<file path="src/rtl/lc3_pkg.sv">
// Shared types and constants for the LC-3 memory-access stage.
package lc3_pkg;

  localparam int unsigned LC3_W = 16;

  // Memory operation requested by control.
  typedef enum logic [1:0] {
    MOP_LD  = 2'd0,
    MOP_LDI = 2'd1,
    MOP_ST  = 2'd2,
    MOP_STI = 2'd3
  } mem_op_t;

  // Memory-access FSM states.
  typedef enum logic [1:0] {
    MA_IDLE,
    MA_IND,
    MA_RD,
    MA_WR
  } ma_state_t;

endpackage

</file>
<file path="src/rtl/lc3_bus_timer.sv">
// Wait counter for the data-memory port: counts consecutive un-acked request cycles and
// flags the cycle in which the count would reach TIMEOUT.
module lc3_bus_timer #(
  parameter int unsigned TIMEOUT = 15
) (
  input  logic clock,
  input  logic reset,
  input  logic clear,
  input  logic req,
  input  logic ack,
  output logic expired
);

  localparam int unsigned CW = (TIMEOUT > 0) ? $clog2(TIMEOUT + 1) : 1;
  localparam logic [CW-1:0] CntMax  = CW'(TIMEOUT);
  localparam logic [CW-1:0] CntLast = CW'(TIMEOUT - 1);

  logic [CW-1:0] cnt_q, cnt_d;

  // Next count: clear on entry to a request state, saturate at TIMEOUT.
  always_comb begin
    cnt_d = cnt_q;
    if (clear) begin
      cnt_d = '0;
    end else if (req && !ack && (cnt_q != CntMax)) begin
      cnt_d = cnt_q + 1'b1;
    end
  end

  // Counter register.
  always_ff @(posedge clock) begin
    if (reset) begin
      cnt_q <= '0;
    end else begin
      cnt_q <= cnt_d;
    end
  end

  // Expiry is evaluated on the request cycle itself so an ack in that cycle still wins.
  always_comb begin
    expired = (TIMEOUT != 0) && req && !ack && !clear && (cnt_q == CntLast);
  end

endmodule

</file>
<file path="src/rtl/lc3_memaccess_unit.sv">
// LC-3 memory-access stage: runs LD/LDI/ST/STI over a wait-stated req/ack port and returns
// the registered load result plus one-cycle done/error pulses.
module lc3_memaccess_unit
  import lc3_pkg::*;
#(
  parameter int unsigned TIMEOUT = 15
) (
  input  logic             clock,
  input  logic             reset,
  input  logic             start,
  input  logic [1:0]       mem_op,
  input  logic [LC3_W-1:0] pcout,
  input  logic [LC3_W-1:0] m_data,
  output logic [LC3_W-1:0] dmem_addr,
  output logic [LC3_W-1:0] dmem_din,
  output logic             dmem_rd,
  output logic             dmem_wr,
  input  logic             dmem_ack,
  input  logic [LC3_W-1:0] dmem_dout,
  output logic             busy,
  output logic [LC3_W-1:0] memout,
  output logic             mem_done,
  output logic             mem_load,
  output logic             mem_err
);

  ma_state_t        state_q, state_d;
  mem_op_t          op_q;
  logic [LC3_W-1:0] addr_q;
  logic [LC3_W-1:0] data_q;
  logic [LC3_W-1:0] memout_q;
  logic             done_q, load_q, err_q;
  logic             enter_req;
  logic             expired;

  lc3_bus_timer #(
    .TIMEOUT (TIMEOUT)
  ) u_timer (
    .clock   (clock),
    .reset   (reset),
    .clear   (enter_req),
    .req     (busy),
    .ack     (dmem_ack),
    .expired (expired)
  );

  // State register.
  always_ff @(posedge clock) begin
    if (reset) begin
      state_q <= MA_IDLE;
    end else begin
      state_q <= state_d;
    end
  end

  // Next-state logic; enter_req marks a transition into a request state.
  always_comb begin
    state_d   = state_q;
    enter_req = 1'b0;
    unique case (state_q)
      MA_IDLE: begin
        if (start) begin
          enter_req = 1'b1;
          unique case (mem_op_t'(mem_op))
            MOP_LD:           state_d = MA_RD;
            MOP_ST:           state_d = MA_WR;
            MOP_LDI, MOP_STI: state_d = MA_IND;
            default:          state_d = MA_IDLE;
          endcase
        end
      end
      MA_IND: begin
        if (dmem_ack) begin
          enter_req = 1'b1;
          state_d   = (op_q == MOP_STI) ? MA_WR : MA_RD;
        end else if (expired) begin
          state_d = MA_IDLE;
        end
      end
      MA_RD, MA_WR: begin
        if (dmem_ack || expired) begin
          state_d = MA_IDLE;
        end
      end
      default: state_d = MA_IDLE;
    endcase
  end

  // Request registers, load result and completion pulses.
  always_ff @(posedge clock) begin
    if (reset) begin
      op_q     <= MOP_LD;
      addr_q   <= '0;
      data_q   <= '0;
      memout_q <= '0;
      done_q   <= 1'b0;
      load_q   <= 1'b0;
      err_q    <= 1'b0;
    end else begin
      done_q <= 1'b0;
      load_q <= 1'b0;
      err_q  <= 1'b0;
      unique case (state_q)
        MA_IDLE: begin
          if (start) begin
            op_q   <= mem_op_t'(mem_op);
            addr_q <= pcout;
            data_q <= m_data;
          end
        end
        MA_IND: begin
          if (dmem_ack) begin
            addr_q <= dmem_dout;
          end else if (expired) begin
            done_q <= 1'b1;
            err_q  <= 1'b1;
          end
        end
        MA_RD: begin
          if (dmem_ack) begin
            memout_q <= dmem_dout;
            done_q   <= 1'b1;
            load_q   <= 1'b1;
          end else if (expired) begin
            done_q <= 1'b1;
            err_q  <= 1'b1;
          end
        end
        MA_WR: begin
          if (dmem_ack || expired) begin
            done_q <= 1'b1;
            err_q  <= expired;
          end
        end
        default: ;
      endcase
    end
  end

  // Memory-port and status outputs, decoded from registered state only.
  always_comb begin
    dmem_addr = addr_q;
    dmem_din  = data_q;
    dmem_rd   = (state_q == MA_IND) || (state_q == MA_RD);
    dmem_wr   = (state_q == MA_WR);
    busy      = (state_q != MA_IDLE);
    memout    = memout_q;
    mem_done  = done_q;
    mem_load  = load_q;
    mem_err   = err_q;
  end

endmodule

</file>
<file path="config.mk">
export PLATFORM = sky130hd
export DESIGN_NAME = lc3_memaccess_unit
export DESIGN_NICKNAME = d
export VERILOG_FILES = /design/src/rtl/lc3_pkg.sv /design/src/rtl/lc3_bus_timer.sv /design/src/rtl/lc3_memaccess_unit.sv
export SDC_FILE = /design/constraint.sdc
export NUM_CORES = 1
export LEC_CHECK = 0
export CAP_MARGIN = 0
export CORE_MARGIN = 8
export CORE_UTILIZATION = 42
export CTS_CLUSTER_DIAMETER = 50
export DETAILED_ROUTE_END_ITERATION = 12
export GPL_TIMING_DRIVEN = 0
export PLACE_DENSITY = 0.8
export SETUP_SLACK_MARGIN = 0.2
export SLEW_MARGIN = 0
export SYNTH_ARGS = -nofsm -noshare
export SYNTH_HDL_FRONTEND = slang
export SYNTH_SLANG_ARGS = --single-unit
</file>
<file path="constraint.sdc">
create_clock -name clock -period 1.8 [get_ports clock]
set_input_delay 0.27 -clock clock [delete_from_list [all_inputs] [get_ports clock]]
set_output_delay 0.27 -clock clock [all_outputs]
set_load 0.02 [all_outputs]
</file>
==> flow_metrics.tcl <==
set metrics [dict create \
    num_rows 27 \
    report.final.slew_viol_count 0 \
    num_io_pins 108 \
    cts.sinks 59 \
    yosys_warnings 0 \
    period_needed_ns 1.57 \
    fp.dieH_um 92.2 \
    grt.total_usage_pct 17.4 \
    clk_path_buf_depth 2 \
    n_antenna_cell 0 \
    worstPathArrival_ns 1.78 \
    final-seq-area_mm2 0.00118 \
    htreeDepth 3 \
    routed_via_density 5.04 \
    p_leak_nw 1.57 \
    start_util_pct 43.8 \
    grt_max_degree 11 \
    clk_latency_ns 0.33 \
    routed_wirelength_um 7380 \
    grt_pass1_vias 2328 \
    antenna_found_initial 0 \
    fillCellCount 448 \
    synth.net_count 338 \
    placed_area_mm2 0.00359 \
    grt_pass1_wl_um 11700 \
    nets 457 \
    synth-seq-cells 59 \
    first_pass_iters 4 \
    cp_max_fo 4 \
    startpoint_type "flop" \
    clock-root-buffer "clkbuf_8" \
    multi_input_area_mm2 0.00120 \
    die-area_mm2 0.00851 \
    rsz0062_at_grt "yes" \
    power_density_mw_per_mm2 1330 \
    portBuffers 106 \
    hold_viol_final 0 \
    ys_seq_area_share_pct 48.4 \
    cts_inserted_buffers 9 \
    dp_hpwl_um 5650 \
    ant_nets 0 \
    wl_per_cell_um 15.7 \
    layout-drive-gt1-share_pct 13.5 \
    syn_to_final_growth_pct 57.9 \
    cts_tree "done" \
    worstHoldPathType "input port to flop" \
    required_ns 2.01 \
    syn_area_mm2 0.00244 \
    finalCritPeriodShare_pct 87.2 \
    dr_total_vias 2372 \
    end_kind "flop" \
    tightest_slew_ns 0.642 \
    drc 0 \
    crit_type "flop to flop" \
    syn_area_per_cell_um2 8.81 \
    postSynthCellCount 277 \
    status "complete, no violations" \
    final_cell_area_mm2 0.00385 \
    setup_viol 0 \
    max-slew-margin-rel_pct 57.2 \
    hold_slack_ns 0.352 \
    clk_pin_slew_worst_paths_ns 0.06 \
    drtIter0Drc 50 \
    synth_cell_types 29 \
    gp_congestion 0.858 \
    fp.coreArea_mm2 0.00557 \
    fin_skew_ns 0.00565 \
    die_w_um 92.2 \
    fmax_mhz 637 \
    drv_cap 0 \
    ir_drop_uv 1020 \
    overflow 0 \
]
[per-layer routing]
metal	track usage [%]	share of wire, %
met3	4.40	4.7
met1	20.2	44
met4	8.99	2.3
met2	28.8	49
met5	0	0
[sequential cells by signal, indices dropped and copies added (netlist names)]
signal         count
dmem_addr         16
dmem_din          16
memout            16
u_timer.cnt_q      4
op_q               2
state_q            2
mem_done           1
mem_err            1
mem_load           1
[cell usage in the layout (no fill, tap or decap), types with 3 or more instances in the layout]
cell | Yosys | routed
clkbuf_2 | 0 | 3
mux2i_1 | 18 | 18
a21oi_1 | 36 | 36
clkinv_2 | 0 | 3
dfxtp_1 | 59 | 57
a211oi_1 | 8 | 8
nand2_1 | 72 | 71
a211oi_2 | 10 | 10
clkdlybuf4s50_1 | 0 | 93
buf_1 | 5 | 5
buf_6 | 0 | 4
nor2_1 | 26 | 26
clkbuf_8 | 0 | 11
ha_1 | 7 | 4
buf_4 | 3 | 4
dlymetal6s2s_1 | 0 | 9
buf_2 | 8 | 5
[cells in the mapped netlist]
master     instances  area (um2)
a2111oi_1          1        10.0
a211o_1            1        8.76
a211oi_1           8        60.1
a211oi_2          10         125
a21oi_1           36         180
a21oi_2            1        8.76
a311oi_2           1        15.0
a41oi_1            1        8.76
and2_1             2        12.5
and2b_1            1        7.51
buf_1              5        18.8
buf_2              8        40.0
buf_4              3        22.5
clkbuf_1           2        7.51
dfxtp_1           59        1180
ha_1               7        87.6
inv_1              4        15.0
mux2_1             1        11.3
mux2i_1           18         180
nand2_1           72         270
nand2b_1           1        6.26
nand4_1            2        12.5
nor2_1            26        97.6
nor2_4             1        11.3
nor3_1             1        5.00
nor4_1             1        6.26
o21ai_0            1        5.00
xnor2_1            1        8.76
xor2_1             2        17.5
[critical path, stage by stage (launching register included)]
cell	delay (ns)
dfxtp_2	0.35
inv_2	0.07
ha_2	0.21
nor3_2	0.23
nor2_1	0.08
a21oi_2	0.18
mux2_1	0.34
[power breakdown]
part | internal, mW | total [mW] | switching, mW
Sequential | 1.60 | 1.75 | 0.151
Combinational | 1.09 | 2.37 | 1.29
Clock | 0.551 | 1.01 | 0.462
Total | 3.23 | 5.13 | 1.90
[kinds of logic after synthesis]
logic type	share of synthesized area [%]
AO/OA/AOI/OAI	17.3
XOR/XNOR	1.08
AND/OR/NAND/NOR	17.6
flip-flops	48.4
multiplexers	7.84
adder cells (fa/ha/maj)	3.59
buffers and inverters	4.25
[timing repair]
item,CTS,global route
resized for setup,20,20
setup endpoints to repair,46,49
buffers inserted,1,1
hold buffers,0,0
pin swaps,3,2
hold endpoints to repair,0,0
[stage by stage]
step	setup WS, ns	std cells	setup TNS, ns	power, mW	util, %
3_5_place_dp	-0.0492	455	-0.303	4.05	64.4
6_report	0.231	471	0	5.13	69.2
2_1_floorplan	0.245	277	0	3.12	-
5_1_grt	0.174	471	0	5.46	69.2
4_1_cts	0.0583	470	0	5.12	68.1
3_3_place_gp	0.0127	455	0	4.00	64.4
[final timing paths]
check	start	endpoint	cells after the start	slack, ns
max	state_q[1]	state_q[1]	6	0.23
min	dmem_ack	mem_done	3	0.35
max reg2reg	state_q[1]	state_q[1]	6	0.23
min reg2reg	memout[11]	memout[11]	2	0.45
[layout make-up]
| class | instances | share of cell area, % |
|---|---|---|
| clock inverters | 3 | 0.389 |
| clock buffers | 11 | 3.93 |
| plain buffers | 18 | 3.02 |
| well taps | 72 | 2.34 |
| multi-input cells | 196 | 31.1 |
| inverters | 4 | 0.389 |
| repair buffers | 108 | 28.2 |
| flip-flops and latches | 59 | 30.7 |
(Power assumes the default switching activity.)
